--- src/rtl/stack_ctrl_pkg.sv ---
// ============================================================
// stack_ctrl_pkg - shared opcodes, states and mux encodings for the stack sequencer
// Rev 1.0
// ============================================================
`default_nettype none

package stack_ctrl_pkg;

  typedef logic [3:0] state_t;

  localparam logic [2:0] c_OP_PUSH_ALU = 3'b000;
  localparam logic [2:0] c_OP_PUSH_MEM = 3'b001;
  localparam logic [2:0] c_OP_PUSH_RET = 3'b010;
  localparam logic [2:0] c_OP_PUSH_ARG = 3'b011;
  localparam logic [2:0] c_OP_DUP      = 3'b100;
  localparam logic [2:0] c_OP_POP      = 3'b101;
  localparam logic [2:0] c_OP_STORE    = 3'b110;
  localparam logic [2:0] c_OP_RESTORE  = 3'b111;

  localparam logic [2:0] c_SEL_ALU  = 3'b000;
  localparam logic [2:0] c_SEL_MEM  = 3'b001;
  localparam logic [2:0] c_SEL_RET  = 3'b010;
  localparam logic [2:0] c_SEL_ARG  = 3'b011;
  localparam logic [2:0] c_SEL_READ = 3'b100;

  localparam logic [3:0] c_S_IDLE      = 4'd0;
  localparam logic [3:0] c_S_RD_WAIT   = 4'd1;
  localparam logic [3:0] c_S_RD_LATCH  = 4'd2;
  localparam logic [3:0] c_S_MEM_WAIT  = 4'd3;
  localparam logic [3:0] c_S_MEM_LATCH = 4'd4;
  localparam logic [3:0] c_S_LATCH     = 4'd5;
  localparam logic [3:0] c_S_TOS_INC   = 4'd6;
  localparam logic [3:0] c_S_WRITE     = 4'd7;
  localparam logic [3:0] c_S_MEM_REG   = 4'd8;
  localparam logic [3:0] c_S_MEM_WR    = 4'd9;
  localparam logic [3:0] c_S_TOS_DEC   = 4'd10;
  localparam logic [3:0] c_S_TOS_LOAD  = 4'd11;
  localparam logic [3:0] c_S_ERR       = 4'd12;

  // Push-class ops (including DUP) grow the stack and can overflow.
  function automatic logic is_push_op(input logic [2:0] op);
    return op <= c_OP_DUP;
  endfunction

  // Ops that read the current top of stack and therefore need depth > 0.
  function automatic logic needs_data(input logic [2:0] op);
    return (op == c_OP_DUP) || (op == c_OP_POP) || (op == c_OP_STORE);
  endfunction

endpackage

`default_nettype wire

--- src/rtl/stack_depth_tracker.sv ---
// ============================================================
// stack_depth_tracker - shadow depth counter with full/empty flags
// Rev 1.0
// ============================================================
`default_nettype none

module stack_depth_tracker #(
  parameter int ADDR_WIDTH = 12
) (
  input  logic                  clk,
  input  logic                  reset,
  input  logic                  inc,
  input  logic                  dec,
  input  logic                  load,
  input  logic [ADDR_WIDTH-1:0] load_value,
  output logic [ADDR_WIDTH-1:0] depth,
  output logic                  full,
  output logic                  empty
);

  localparam logic [ADDR_WIDTH-1:0] c_ONE = ADDR_WIDTH'(1);

  logic [ADDR_WIDTH-1:0] r_depth;

  always_ff @(posedge clk or negedge reset) begin
    if (!reset) begin
      r_depth <= '0;
    end else if (load) begin
      r_depth <= load_value;
    end else if (inc) begin
      r_depth <= r_depth + c_ONE;
    end else if (dec) begin
      r_depth <= r_depth - c_ONE;
    end
  end

  assign depth = r_depth;
  assign full  = (r_depth == {ADDR_WIDTH{1'b1}});
  assign empty = (r_depth == '0);

endmodule

`default_nettype wire

--- src/rtl/stack_op_sequencer.sv ---
// ============================================================
// stack_op_sequencer - Moore FSM sequencing the stack/TOS datapath, one op at a time
// Rev 1.0
// ============================================================
`default_nettype none

module stack_op_sequencer
  import stack_ctrl_pkg::*;
#(
  parameter int ADDR_WIDTH = 12,
  parameter int OPC_WIDTH  = 3
) (
  input  logic                  clk,
  input  logic                  reset,
  input  logic                  op_valid,
  input  logic [OPC_WIDTH-1:0]  op_code,
  input  logic [ADDR_WIDTH-1:0] restore_depth,
  output logic                  op_ready,
  output logic                  op_done,
  output logic                  op_err,
  output logic [ADDR_WIDTH-1:0] depth,
  output logic [2:0]            sel_mux_stack,
  output logic                  ctrl_reg_read_stack,
  output logic                  ctrl_reg_write_stack,
  output logic                  ctrl_reg_read_mem,
  output logic                  ctrl_reg_write_mem,
  output logic                  sel_mux_tos,
  output logic                  ctrl_reg_tos,
  output logic                  sel_tos_updater,
  output logic                  ctrl_stack,
  output logic                  ctrl_mem_ext
);

  state_t                r_state;
  state_t                w_next;
  logic [2:0]            r_op;
  logic [2:0]            w_op_in;
  logic [ADDR_WIDTH-1:0] r_restore;
  logic                  w_full;
  logic                  w_empty;
  logic                  w_accept;
  logic                  w_reject;

  assign w_op_in  = 3'(op_code);
  assign w_accept = op_valid && (r_state == c_S_IDLE);
  assign w_reject = (is_push_op(w_op_in) && w_full) || (needs_data(w_op_in) && w_empty);

  always_ff @(posedge clk or negedge reset) begin
    if (!reset) begin
      r_state   <= c_S_IDLE;
      r_op      <= '0;
      r_restore <= '0;
    end else begin
      r_state <= w_next;
      if (w_accept) begin
        r_op      <= w_op_in;
        r_restore <= restore_depth;
      end
    end
  end

  always_comb begin
    w_next = r_state;
    case (r_state)
      c_S_IDLE: begin
        if (op_valid) begin
          if (w_reject) begin
            w_next = c_S_ERR;
          end else begin
            case (w_op_in)
              c_OP_PUSH_MEM:                     w_next = c_S_MEM_WAIT;
              c_OP_DUP, c_OP_POP, c_OP_STORE:    w_next = c_S_RD_WAIT;
              c_OP_RESTORE:                      w_next = c_S_TOS_LOAD;
              default:                           w_next = c_S_LATCH;
            endcase
          end
        end
      end
      c_S_RD_WAIT:   w_next = c_S_RD_LATCH;
      c_S_RD_LATCH: begin
        case (r_op)
          c_OP_DUP: w_next = c_S_LATCH;
          c_OP_POP: w_next = c_S_TOS_DEC;
          default:  w_next = c_S_MEM_REG;
        endcase
      end
      c_S_MEM_WAIT:  w_next = c_S_MEM_LATCH;
      c_S_MEM_LATCH: w_next = c_S_LATCH;
      c_S_LATCH:     w_next = c_S_TOS_INC;
      c_S_TOS_INC:   w_next = c_S_WRITE;
      c_S_MEM_REG:   w_next = c_S_MEM_WR;
      c_S_MEM_WR:    w_next = c_S_TOS_DEC;
      default:       w_next = c_S_IDLE;
    endcase
  end

  // Pure decode of the state register (plus the op captured at acceptance).
  always_comb begin
    sel_mux_stack        = c_SEL_ALU;
    ctrl_reg_read_stack  = 1'b0;
    ctrl_reg_write_stack = 1'b0;
    ctrl_reg_read_mem    = 1'b0;
    ctrl_reg_write_mem   = 1'b0;
    sel_mux_tos          = 1'b0;
    ctrl_reg_tos         = 1'b0;
    sel_tos_updater      = 1'b0;
    ctrl_stack           = 1'b0;
    ctrl_mem_ext         = 1'b0;
    case (r_state)
      c_S_RD_LATCH:  ctrl_reg_read_stack = 1'b1;
      c_S_MEM_LATCH: ctrl_reg_read_mem   = 1'b1;
      c_S_LATCH: begin
        ctrl_reg_write_stack = 1'b1;
        case (r_op)
          c_OP_PUSH_MEM: sel_mux_stack = c_SEL_MEM;
          c_OP_DUP:      sel_mux_stack = c_SEL_READ;
          default:       sel_mux_stack = r_op;
        endcase
      end
      c_S_TOS_INC: begin
        ctrl_reg_tos    = 1'b1;
        sel_tos_updater = 1'b1;
      end
      c_S_WRITE:   ctrl_stack         = 1'b1;
      c_S_MEM_REG: ctrl_reg_write_mem = 1'b1;
      c_S_MEM_WR:  ctrl_mem_ext       = 1'b1;
      c_S_TOS_DEC: ctrl_reg_tos       = 1'b1;
      c_S_TOS_LOAD: begin
        ctrl_reg_tos = 1'b1;
        sel_mux_tos  = 1'b1;
      end
      default: ;
    endcase
  end

  assign op_ready = (r_state == c_S_IDLE);
  assign op_err   = (r_state == c_S_ERR);
  assign op_done  = (r_state == c_S_WRITE) || (r_state == c_S_TOS_DEC) ||
                    (r_state == c_S_TOS_LOAD) || (r_state == c_S_ERR);

  stack_depth_tracker #(
    .ADDR_WIDTH (ADDR_WIDTH)
  ) u_depth (
    .clk        (clk),
    .reset      (reset),
    .inc        (r_state == c_S_TOS_INC),
    .dec        (r_state == c_S_TOS_DEC),
    .load       (r_state == c_S_TOS_LOAD),
    .load_value (r_restore),
    .depth      (depth),
    .full       (w_full),
    .empty      (w_empty)
  );

endmodule

`default_nettype wire
--- config.mk ---
export PLATFORM = sky130hd
export DESIGN_NAME = stack_op_sequencer
export DESIGN_NICKNAME = d
export VERILOG_FILES = /design/src/rtl/stack_ctrl_pkg.sv /design/src/rtl/stack_depth_tracker.sv /design/src/rtl/stack_op_sequencer.sv
export SDC_FILE = /design/constraint.sdc
export NUM_CORES = 1
export LEC_CHECK = 0
export CAP_MARGIN = 20
export CORE_UTILIZATION = 47
export DETAILED_ROUTE_END_ITERATION = 8
export PLACE_DENSITY = 0.83
export SLEW_MARGIN = 10
export SYNTH_ARGS = -nofsm -noshare
export SYNTH_HDL_FRONTEND = slang
export SYNTH_HIERARCHICAL = 1
export SYNTH_SLANG_ARGS = --single-unit
--- constraint.sdc ---
create_clock -name clk -period 2.8 [get_ports clk]
set_input_delay 0.84 -clock clk [delete_from_list [all_inputs] [get_ports clk]]
set_output_delay 0.84 -clock clk [all_outputs]
set_load 0.02 [all_outputs]
Word-level counts from Yosys, hierarchy flattened
Cells that the tools add are included.

Register bits: 31. Memory bits (read-only): 0. Word-level logic and storage cells: 62. Bits in latches: 0. Memories: 0. Output and inout bits: 27. RAM bits: 0.

Equal/unequal tests: 22. Add/sub/neg operators: 2. Muxes and demuxes: 19. Divide/modulo/power cells: 0. Shifts and indexed selects: 0. $lt $le $gt $ge: 1. Multiply operators: 0. Reduce and logical (&&, ||, !) cells: 14. Bitwise operators: 0.

Operators by type and width (count): 12-bit two-way mux (3); 4-bit case mux with 9 select lines (1); 4-bit == test (second input constant) (5); 3-bit == test (second input constant) (6); 4-bit by 3-bit == test with 1-bit output (second input constant) (4); 12-bit by 1-bit adder with 12-bit output (second input constant) (1); 12-bit == test (second input constant) (1); 12-bit logical NOT (1); 4-bit case mux with 3 select lines (1); 12-bit by 1-bit subtractor with 12-bit output (second input constant) (1); 1-bit two-way mux (9); 4-bit by 2-bit == test with 1-bit output (second input constant) (2); 4-bit two-way mux (2); 4-bit case mux with 2 select lines (1); 3-bit by 1-bit == test with 1-bit output (second input constant) (2); 1-bit logical OR (6); 3-bit case mux with 2 select lines (1); 3-bit OR reduction (2); 4-bit by 1-bit == test with 1-bit output (second input constant) (1); 4-bit logical NOT (1); 3-bit less-or-equal comparator (second input constant) (1); 1-bit logical AND (3); 3-bit two-way mux (1); 3-bit nonzero test (1); 2-bit != test (second input constant) (1).

Longest topological paths before layout
Gate-level depths: netlist (run 1).

Depth after elaboration: 8. Mapped depth: 13.

By module
The synthesis (run 1) kept the hierarchy.

Modules (own cells, without submodules): stack_op_sequencer (area each 1103.6 µm², cells an instance 108, times used 1); stack_depth_tracker (area each 1089.8 µm², cells an instance 127, times used 1).

Worst setup path after synthesis (run 1)
Ideal clock, no wire load.

Path kind: reg-to-reg. From: register r_state[1]. To: register u_depth.r_depth[10], in the netlist u_depth/depth[10]. Data arrival time: 3.065 ns. Buffers on the path: 1. Setup time: 0.126 ns. Slack: -0.391 ns. Stages on the path, launching flop included: 12. Required time: 2.674 ns. Cell sequence: dfrtp_1 > clkbuf_1 > nand2_1 > nor2_1 > inv_1 > fa_1 > a211oi_1 > o21bai_1 > a21oi_1 > o21ai_1 > xnor2_1 > a221o_1.

Word-level cells in the longest chain between the ends: 3. Elaborated cells between the ends (all ways): 6.

Ends and longest elaborated chain: from (decl) (line stack_op_sequencer.sv:34) `state_t r_state;`; from (signal assigned) (line stack_op_sequencer.sv:50) `r_state <= c_S_IDLE;`; from (signal assigned) (line stack_op_sequencer.sv:54) `r_state <= w_next;`; 4-bit by 3-bit == test with 1-bit output (line stack_op_sequencer.sv:146) `.inc (r_state == c_S_TOS_INC),`; 12-bit two-way mux (line stack_depth_tracker.sv:30) `end else if (inc) begin`; 12-bit two-way mux (line stack_depth_tracker.sv:28) `end else if (load) begin`; to (signal assigned) (line stack_depth_tracker.sv:29) `r_depth <= load_value;`; to (signal assigned) (line stack_depth_tracker.sv:31) `r_depth <= r_depth + c_ONE;`; to (signal assigned) (line stack_depth_tracker.sv:33) `r_depth <= r_depth - c_ONE;`; to (decl) (line stack_depth_tracker.sv:23) `logic [ADDR_WIDTH-1:0] r_depth;`.

Parallel ways exist; a longest one is shown, timed or not. A chain may end at the register's enable or synchronous reset.

Worst setup path in the final report (run 1)
From: register r_state[0]. To: output op_err.

Word-level cells in the longest chain between the ends: 1.

Ends and longest elaborated chain: 4-bit == test (line stack_op_sequencer.sv:137) `assign op_err = (r_state == c_S_ERR);`; to (decl) (line stack_op_sequencer.sv:20) `output logic op_err,`.

Every way passes these cells.

==> impl_summary.log, run 1 <==
INFO  metric critical_path.max_fanout = 10
INFO  metric routed-via-count = 1979
INFO  metric cts-htree-levels = 2
INFO  metric share_of_total_power_in_combinational_logic = 0.617
INFO  metric drc_errors = 0
INFO  metric layout_min_cycle_time = 2.69 ns
INFO  metric via_per_inst = 5.86
INFO  metric routabilityCongestion = 0.965
INFO  metric wire_length_of_the_first_global_routing_pass = 8.96 mm
INFO  metric p_sw = 1.53 mW
INFO  metric hold_depth = 1
INFO  metric core_area = 4410 µm²
INFO  metric synth-seq-cells = 31
INFO  metric total_power = 3.53 mW
INFO  metric antenna-diode-count = 0
INFO  metric reg2reg_depth = 10
INFO  metric fillers = 372
INFO  metric p_sw_frac = 0.434
INFO  metric grt_overflow = 0
INFO  metric grt_pass1_vias = 1824
INFO  metric dieWidth = 70.3 µm
INFO  metric row_count = 24
INFO  metric dominant_synthesized_flop_cell = sky130_fd_sc_hd__dfrtp_1
INFO  metric cts.path.max_buffers = 2
INFO  metric setup.worst_path.class = reg2out
INFO  metric final_core_utilization = 0.644
INFO  metric synth_cell_type_count = 55
INFO  metric synth-warning-count = 6
INFO  metric timing.fmax = 372 MHz
INFO  metric cap_violations = 0
INFO  metric drive_above_1_share = 0.161
INFO  metric power_frac_seq = 0.259
INFO  metric detailed_place_hpwl = 3.97 mm
INFO  metric final-hold-violation-count = 0
INFO  metric cts-buffers-inserted = 5
INFO  metric cell_internal_pwr = 2.00 mW
INFO  metric yosysSeqAreaShare = 0.354
INFO  metric syn_nets = 264
INFO  metric worst-slew-pin-transition = 0.494 ns
INFO  metric required = 1.96 ns
INFO  metric clock_skew = 0.00472 ns
INFO  metric mostFrequentLayoutCell = sky130_fd_sc_hd__clkdlybuf4s50_1
INFO  metric worst_slew_margin_rel = 0.670
INFO  metric detail_route.wirelength = 5.32 mm
INFO  metric irDropWorstVdd = 647 µV
INFO  metric path_clk_slew = 0.07 ns
INFO  metric drt_pass1_iterations = 4
INFO  metric cts_setup_buffers = 0
INFO  metric chipHeight = 70.3 µm
INFO  metric cts.hold.buffers_added = 0
INFO  metric synth-edff-count = 0
INFO  metric clk-insertion-delay-late = 0.28 ns
INFO  metric die_area = 4940 µm²
INFO  metric result_of_the_run = complete, no violations
INFO  metric synth_cells = 235
INFO  metric ys_top_cells_by_area = sky130_fd_sc_hd__dfrtp_1 (35%), sky130_fd_sc_hd__mux2_4 (6.2%), sky130_fd_sc_hd__ha_1 (5.7%), sky130_fd_sc_hd__nor2_1 (4.1%), sky130_fd_sc_hd__o21ai_0 (3.7%)
INFO  metric initial_core_utilization = 0.497
INFO  metric io-pin-count = 45
INFO  metric synth_area_leader_cell = sky130_fd_sc_hd__dfrtp_1
INFO  metric finalSetupViolations = 0
INFO  metric rsz0062_at_grt = no
INFO  metric arrival = 1.85 ns
INFO  metric hold_path_class = reg2reg
INFO  metric static-leakage-power = 1.29 nW
INFO  metric cts.sinks = 31
INFO  metric cp-start-kind = register
INFO  metric worst_hold_slack = 0.485 ns
INFO  metric io_buffers = 44
INFO  metric cts_tree = done
INFO  metric syn_area_per_cell = 9.33 µm²
INFO  metric period_share = 0.961
INFO  metric synthDominantCellAreaShare = 0.354
INFO  metric clockPowerShare = 0.124
INFO  metric groute.usage.overall = 0.232
INFO  metric wl_per_cell = 15.7 µm
INFO  metric worst_setup_path_end_kind = output port
INFO  metric ys_async_sr_fraction = 1.00
INFO  metric grt_start_max_net_pins = 32
INFO  metric syn_area = 2190 µm²
INFO  metric clk_root_buffer_cell = sky130_fd_sc_hd__clkbuf_8
INFO  metric power-per-cell-area = 1240 nW/µm²
INFO  metric grt_antenna_before_repair = 0
INFO  metric slew_viol_final = 0
INFO  metric summed_negative_setup_slack_over_all_endpoints = 0 ns
INFO  metric syn_to_final_growth = 29.5%
INFO  metric ant_nets = 0
INFO  metric drt-initial-drc-count = 179
INFO  metric most_frequent_cells_in_the_layout = sky130_fd_sc_hd__clkdlybuf4s50_1 (34), sky130_fd_sc_hd__dfrtp_1 (30), sky130_fd_sc_hd__nor2_1 (23)
INFO  metric nNetsFinal = 314
## critical path: stages, from the launching register on
cell and delay [ns]:
sky130_fd_sc_hd__dfrtp_1 0.38, sky130_fd_sc_hd__buf_4 0.17, sky130_fd_sc_hd__or2_4 0.26, sky130_fd_sc_hd__nor2_1 0.14, sky130_fd_sc_hd__clkdlybuf4s50_1 0.62
## path summary, 6_finish.rpt
path | from | endpoint | slack (ns)
setup / recovery | r_state[0] | op_err | 0.11
hold / removal | r_restore[3] | u_depth/depth[3] | 0.48
setup reg to reg | r_state[3] | u_depth/depth[10] | 0.20
hold reg to reg | r_restore[3] | u_depth/depth[3] | 0.48
max in group asynchronous | reset | r_state[1] | 1.55
min in group asynchronous | reset | u_depth/depth[5] | 0.95
## per-layer routing
metal,global-route usage,vias to the layer above,part of all wire
met2,0.337,58,0.46
met5,0,-,0
met1,0.338,948,0.46
met3,0.0418,13,0.056
met4,0.0956,0,0.025
li1,-,960,-
## metrics by stage
stage | instance area [µm²] | setup slack [ns] | instances
after floorplan | 2200 | 0.0624 | 235
after global placement | 2730 | 0.244 | 330
after detailed placement | 2730 | 0.184 | 330
after CTS | 2830 | 0.0157 | 338
after global routing | 2840 | 0.00586 | 338
final | 2840 | 0.109 | 338
## power by group through the flow
stage / registers [mW] / clock network (mW) / logic, mW
3_3_place_gp: 0.910 / 0 / 2.13
3_5_place_dp: 0.919 / 0 / 2.17
6_report: 0.915 / 0.438 / 2.18
5_1_grt: 0.956 / 0.475 / 2.38
4_1_cts: 0.913 / 0.450 / 2.17
2_1_floorplan: 0.952 / 0 / 1.47
## synthesized netlist by cell type (all sizes together) (2+ instances only)
library cell and count:
dfrtp 31, a21o 4, ha 10, a21oi 15
nand2b 6, nor2 24, a211oi 4, buf 3
clkbuf 8, xnor2 6, inv 7, nand3b 2
nor4 5, nor3 12, or2 3, and2 5
nand4 5, o21a 4, nand2 13, xor2 3
mux2 15, mux2i 3, o21ai 17, a221oi 2
and3 3, or3 5
## cell type report
class | count | area [µm²] | share of cell area
repair buffers | 54 | 518 | 0.182
clock buffers | 5 | 68.8 | 0.0242
inverters | 7 | 26.3 | 0.00925
multi-input cells | 186 | 1340 | 0.472
clock inverters | 3 | 43.8 | 0.0154
well taps | 52 | 65.1 | 0.0229
flip-flops and latches | 31 | 777 | 0.273
## cells by family (layout without fill, tap and decap cells)
group                      after synthesis  count (layout)  synth area share
and+or+nand+nor                         88              88             0.217
AOI/OAI and AO/OA                       60              60             0.184
DFF                                     31              31             0.354
muxes                                   18              18             0.106
buffers and inverters                   18              69            0.0377
adders and majority gates               11              11            0.0662
xor gates and xnor gates                 9               9            0.0359
## sequential cells by signal, indices dropped and copies added (netlist names)
| name | cells |
|---|---|
| r_restore | 12 |
| r_op | 3 |
| r_state | 4 |
| u_depth/depth | 12 |
## what timing repair did
item | 4_1_cts | 5_1_grt
cloned | 0 | 0
resized for setup | 6 | 5
endpoints found under the setup margin | 6 | 5
Note: power is estimated with default switching activity, not from simulation.
==> run 2, diff against run 1 <==
--- a/config.mk
+++ b/config.mk
@@ -6,6 +6,7 @@
 export NUM_CORES = 1
 export LEC_CHECK = 0
 export CAP_MARGIN = 20
+export CORE_MARGIN = 2
 export CORE_UTILIZATION = 47
 export DETAILED_ROUTE_END_ITERATION = 8
 export PLACE_DENSITY = 0.83
==> constraint.sdc (replaced) <==
create_clock -name clk -period 2.2 [get_ports clk]
set_input_delay 0.66 -clock clk [delete_from_list [all_inputs] [get_ports clk]]
set_output_delay 0.66 -clock clk [all_outputs]
set_load 0.02 [all_outputs]
==> run 2 against run 1 <==
The run now ends with negative setup slack left; cell area increased by 14%; final cell count increased by 10%; combinational power increased by 82%; hold slack improved by 0.0046 ns; register-to-register slack got worse by 0.42 ns; sequential share of layout area decreased by 3.5 points; clock power increased by 6.4%; sequential power increased by 32%; critical path type is now reg2reg; critical endpoint is now u_depth/depth[10]; largest cell class unchanged.
==> impl_summary.log, run 2 (synthesis gave the netlist of run 1 again) <==
INFO  metric static-leakage-power = 1.42 nW (+9.9%)
INFO  metric antenna-diode-count = 0 (unchanged)
INFO  metric rsz0062_at_grt = yes
INFO  metric cts.path.max_buffers = 2 (unchanged)
INFO  metric row_count = 24 (unchanged)
INFO  metric placed_cells = 354 (+7.3%)
INFO  metric drt_pass1_iterations = 4 (unchanged)
INFO  metric worst_hold_slack = 0.489 ns (+0.00456 ns)
INFO  metric sequential_cell_area = 777 µm² (unchanged)
INFO  metric most_frequent_cells_in_the_layout = sky130_fd_sc_hd__buf_4 (43), sky130_fd_sc_hd__dfrtp_1 (30), sky130_fd_sc_hd__clkdlybuf4s50_1 (28)
INFO  metric via_per_inst = 5.80 (-0.96%)
INFO  metric fillers = 310 (-17%)
INFO  metric place_ws = -0.155 ns (-0.339 ns)
INFO  metric power-per-cell-area = 1730 nW/µm² (+39%)
INFO  metric initial_core_utilization = 0.497 (unchanged)
INFO  metric grt_antenna_before_repair = 0 (unchanged)
INFO  metric clk-insertion-delay-late = 0.30 ns (+0.02 ns)
INFO  metric nNetsFinal = 349 (+11%)
INFO  metric detail_route.wirelength = 6.63 mm (+25%)
INFO  metric cts-htree-levels = 2 (unchanged)
INFO  metric core_area = 4410 µm² (unchanged)
INFO  metric wire_length_of_the_first_global_routing_pass = 10.8 mm (+20%)
INFO  metric critical_path.max_fanout = 6 (-4)
INFO  metric finalSetupViolations = 7 (+7)
INFO  metric hold_path_class = reg2reg
INFO  metric multi_input_comb_area = 1550 µm² (+15%)
INFO  metric result_of_the_run = finished, violations left
INFO  metric chipHeight = 72.3 µm (+2.8%)
INFO  metric path_clk_slew = 0.08 ns (about the same)
INFO  metric routed-via-count = 2163 (+9.3%)
INFO  metric total_power = 5.63 mW (+60%)
INFO  metric failing_checks = negative setup slack
INFO  metric clk_root_buffer_cell = sky130_fd_sc_hd__clkbuf_8
INFO  metric layout_min_cycle_time = 2.42 ns
INFO  metric setup.worst_path.class = reg2reg
INFO  metric worst_setup_path_end_kind = register
INFO  metric worst-slew-pin-transition = 0.499 ns (+0.00483 ns)
INFO  metric final.setup.worst_slack = -0.223 ns (-0.332 ns)
INFO  metric cts-buffers-inserted = 5 (unchanged)
INFO  metric io_buffers = 44 (unchanged)
INFO  metric die_area = 5230 µm² (+5.8%)
INFO  metric drc_errors = 0 (unchanged)
INFO  metric detailed_place_hpwl = 4.33 mm (+9.0%)
INFO  metric grt_overflow = 0 (unchanged)
INFO  metric dieWidth = 72.3 µm (+2.8%)
INFO  metric period_share = 1.10
INFO  metric routabilityCongestion = 0.999 (+3.5%)
INFO  metric irDropWorstVdd = 898 µV (+39%)
INFO  metric cts.sinks = 31 (unchanged)
INFO  metric grt_start_max_net_pins = 32 (unchanged)
INFO  metric timing.fmax = 413 MHz
INFO  metric cts_tree = done
INFO  metric mostFrequentLayoutCell = sky130_fd_sc_hd__buf_4
INFO  metric drt-initial-drc-count = 202 (+13%)
INFO  metric worst_slew_margin_rel = 0.666 (-0.00374)
INFO  metric groute.usage.overall = 0.270 (+0.0383)
INFO  metric cp-start-kind = register
INFO  metric required = 2.39 ns (+0.43 ns)
INFO  metric postPlaceCellArea = 2930 µm² (+7.7%)
INFO  metric wl_per_cell = 17.8 µm (+13%)
INFO  metric finalNonFillerCells = 373 (+10%)
INFO  metric grt_pass1_vias = 2066 (+13%)
INFO  metric slew_viol_final = 0 (unchanged)
INFO  metric final-hold-violation-count = 0 (unchanged)
INFO  metric io-pin-count = 45 (unchanged)
INFO  metric ant_nets = 0 (unchanged)
INFO  metric cts.hold.buffers_added = 0 (unchanged)
INFO  metric drive_above_1_share = 0.380 (+0.219)
INFO  metric fin_area = 3250 µm² (+14%)
INFO  metric arrival = 2.61 ns (+0.76 ns)
INFO  metric syn_to_final_growth = 48.3%
INFO  metric clock_skew = 0.00991 ns (+0.00519 ns)
INFO  metric cap_violations = 0 (unchanged)
-- run 2: cell count changes in the layout (fill, tap and decap cells not counted), moves of 5 or more --
cell and delta:
sky130_fd_sc_hd__buf_4 +33, sky130_fd_sc_hd__clkbuf_2 +8, sky130_fd_sc_hd__clkdlybuf4s50_1 -6, sky130_fd_sc_hd__ha_1 -6
sky130_fd_sc_hd__ha_4 +6, sky130_fd_sc_hd__a21oi_1 -5, sky130_fd_sc_hd__o21ai_0 -5
-- run 2: path summary, 6_finish.rpt --
check	cells after the start	start	end	slack [ns]
setup / recovery	11	r_state[0]	u_depth/depth[10]	-0.22
hold / removal	1	r_restore[4]	u_depth/depth[4]	0.49
setup reg to reg	11	r_state[0]	u_depth/depth[10]	-0.22
hold reg to reg	1	r_restore[4]	u_depth/depth[4]	0.49
max in group asynchronous	2	reset	r_state[1]	1.14
min in group asynchronous	2	reset	u_depth/depth[4]	0.75
-- run 2: layer usage --
| layer | wire length [µm] | track usage |
|---|---|---|
| met2 | 3260 | 0.405 |
| met1 | 2840 | 0.388 |
| met3 | 424 | 0.0528 |
| met5 | 0 | 0 |
| met4 | 107 | 0.105 |
-- run 2: cell type report --
class / count / share of cell area
Sequential cell: 31 / 0.239
Tap cell: 52 / 0.0200
Inverter: 7 / 0.00885
Timing Repair Buffer: 89 / 0.227
Multi-Input combinational cell: 186 / 0.476
Clock inverter: 3 / 0.00770
Clock buffer: 5 / 0.0212
-- run 2: per-stage QoR --
stage                     TNS (ns)   util
after global routing         -1.63  0.737
after detailed placement     -1.05  0.665
after floorplan              -1.38      -
final                       -0.739  0.737
after CTS                   -0.503  0.725
after global placement      -0.535  0.665
-- run 2: timing repair --
item,CTS,global route
pin swaps,17,22
buffers inserted,7,5
gates resized for setup,54,37
endpoints found under the setup margin,22,22
-- run 2: where the power goes --
group,total (mW),switching (mW),internal [mW]
Clock,0.466,0.240,0.226
Sequential,1.21,0.348,0.858
Combinational,3.96,1.94,2.02
Total,5.63,2.53,3.10
-- run 2: worst max-delay path, cell delays in order (launching register included) --
cell	delay (ns)
sky130_fd_sc_hd__dfrtp_1	0.41
sky130_fd_sc_hd__inv_2	0.07
sky130_fd_sc_hd__nand2_2	0.07
sky130_fd_sc_hd__nor2_4	0.14
sky130_fd_sc_hd__inv_4	0.07
sky130_fd_sc_hd__fa_2	0.40
sky130_fd_sc_hd__a211oi_4	0.31
sky130_fd_sc_hd__o21bai_2	0.13
sky130_fd_sc_hd__a21oi_4	0.21
sky130_fd_sc_hd__o21ai_2	0.08
sky130_fd_sc_hd__xnor2_1	0.14
sky130_fd_sc_hd__a221o_1	0.29
==> run 3, diff against run 2 <==
--- a/config.mk
+++ b/config.mk
@@ -5,7 +5,7 @@
 export SDC_FILE = /design/constraint.sdc
 export NUM_CORES = 1
 export LEC_CHECK = 0
-export CAP_MARGIN = 20
+export CAP_MARGIN = 5
 export CORE_MARGIN = 2
 export CORE_UTILIZATION = 47
 export DETAILED_ROUTE_END_ITERATION = 8
==> results of run 3 <==
Final layout, timing and power as in run 2 (identical DEF).
==> variant: new RTL, settings of run 3 <==
Make the reset (`reset`) synchronous in 2 clocked blocks.
--- a/src/rtl/stack_depth_tracker.sv
+++ b/src/rtl/stack_depth_tracker.sv
@@ -22,7 +22,7 @@
 
   logic [ADDR_WIDTH-1:0] r_depth;
 
-  always_ff @(posedge clk or negedge reset) begin
+  always_ff @(posedge clk) begin
     if (!reset) begin
       r_depth <= '0;
     end else if (load) begin
--- a/src/rtl/stack_op_sequencer.sv
+++ b/src/rtl/stack_op_sequencer.sv
@@ -45,7 +45,7 @@
   assign w_accept = op_valid && (r_state == c_S_IDLE);
   assign w_reject = (is_push_op(w_op_in) && w_full) || (needs_data(w_op_in) && w_empty);
 
-  always_ff @(posedge clk or negedge reset) begin
+  always_ff @(posedge clk) begin
     if (!reset) begin
       r_state   <= c_S_IDLE;
       r_op      <= '0;
Function: differs if reset is asserted again (counterexample within 4 cycles, from zero or initial values and one cycle with reset low); with reset held inactive, the same outputs for 10 cycles.
==> variant against run 3 <==
  * Utilization decreased by 4.7 points
  * Global-route usage decreased by 2.7 points
  * Sequential cell count unchanged
  * Routed wire length fell by 13%
  * Largest power group unchanged
  * Total power shrank 39%
  * Worst setup slack gained 0.28 ns
  * Synthesized cell count up 18%
  * Count of clock-buffer cells in the layout is 3 higher
  * Area after synthesis down 3.1%
  * Cell area down 7.7%
==> variant: results (changes against run 3) <==
[run_status]
status = finished, final reports clean

[pwr]
p_leak_nw = 1.22  ; -14%
peakVddDrop_mv = 0.797  ; -11%
seqPwrFrac_pct = 24.7  ; +3.3 points

[critical_path]
ff2ff_setup_slack_ns = 0.07  ; +0.29 ns
cp_max_fo = 9  ; +3
reg2reg_depth = 9  ; -2

[placed_design]
dpl.hpwl_mm = 4.28  ; -1.1%
globalplace.congestion = 0.914  ; -8.5%
placed_area_mm2 = 0.00282  ; -4.0%

[grt]
grt_usage_pct = 24.4  ; -2.7 points
first_global_vias = 2080  ; +0.68%

[synth]
ys_seq_area_share_pct = 29.2  ; -6.2 points
async_reset_ff_share_pct = 0  ; -100 points
synth_fp_nets = 307  ; +16%
synth_area_leaders = dfxtp_1, nand2_1, ha_1

[final_layout]
fill_cells = 348  ; +12%
fin_nets = 377  ; +8.0%

[drt]
routed_wl_mm = 5.79  ; -13%
initialDrtViolationCount = 152  ; -25%

[sta]
hold_slack_ns = 0.454  ; -0.0354 ns
finalCritPeriodShare_pct = 97.6  ; -13 points
fin_worst_skew_ns = 0.00633  ; -0.00358 ns

[hold_path]
hold_start = r_restore[5]
holdPathStages = 2  ; +1

[clocking]
path_clk_slew_ns = 0.06  ; -0.02 ns

variant: cell types whose count changed after synthesis, sizes merged, moves of 4 or more:
cell	before	now
nor2	24	17
o21a	4	0
a21oi	15	27
o21ai	17	21
nor3	12	7
buf	3	8
nand2	13	58
a31oi	1	5
dfxtp	0	31
nand3	0	4
dfrtp	31	0
mux2	15	0
variant: how the worst max path moves through the flow:
stage                             end  depth (start not counted)        from
floorplan            sel_mux_stack[0]                          4  r_state[0]
global placement    u_depth/depth[11]                         10  r_state[3]
detailed placement  u_depth/depth[11]                         10  r_state[2]
CTS                  u_depth/depth[8]                          9  r_state[3]
global route         u_depth/depth[6]                          9  r_state[3]
finish                       op_ready                          3  r_state[1]
variant: metal layers:
metal,part of all wire [%],vias to the layer above,global-route usage (%)
met1,47,1014,34.7
met3,5.7,13,4.36
met5,0,-,0
li1,-,1126,-
met4,2.5,0,10.9
met2,45,86,36.0
variant: area by class of cell:
| type | count | share of cell area, % |
|---|---|---|
| clock buffer | 8 | 3.33 |
| timing repair buffer | 77 | 21.9 |
| sequential | 31 | 20.8 |
| tap | 52 | 2.17 |
| inverter | 8 | 1.08 |
| multi-input combinational | 225 | 50.7 |
variant: power groups by stage:
stage / Sequential, mW / Combinational [mW] / Clock, mW
floorplan: 0.842 / 1.28 / 0
global placement: 0.828 / 1.90 / 0
detailed placement: 0.834 / 1.92 / 0
CTS: 0.839 / 1.92 / 0.507
global route: 0.872 / 2.29 / 0.527
finish: 0.852 / 2.09 / 0.500
variant: critical path: stages (launching register included):
cell           delay, ns
dfxtp_2             0.36
buf_4               0.18
nor4_4              0.28
dlygate4sd2_1       0.37
variant: repair_timing:
item / in CTS / in global routing
pin swaps: 1 / 6
hold endpoints to repair: 0 / 0
endpoints found under the setup margin: 19 / 14
setup buffers: 0 / 1
gates resized for setup: 23 / 26
variant: cell families after synthesis:
family	share of synthesized area, %
AND/OR/NAND/NOR	27.6
buffers and inverters	5.12
AO/OA/AOI/OAI	24.9
adder cells (fa/ha/maj)	6.83
flip-flops	29.2
XOR/XNOR	4.53
multiplexers	1.88
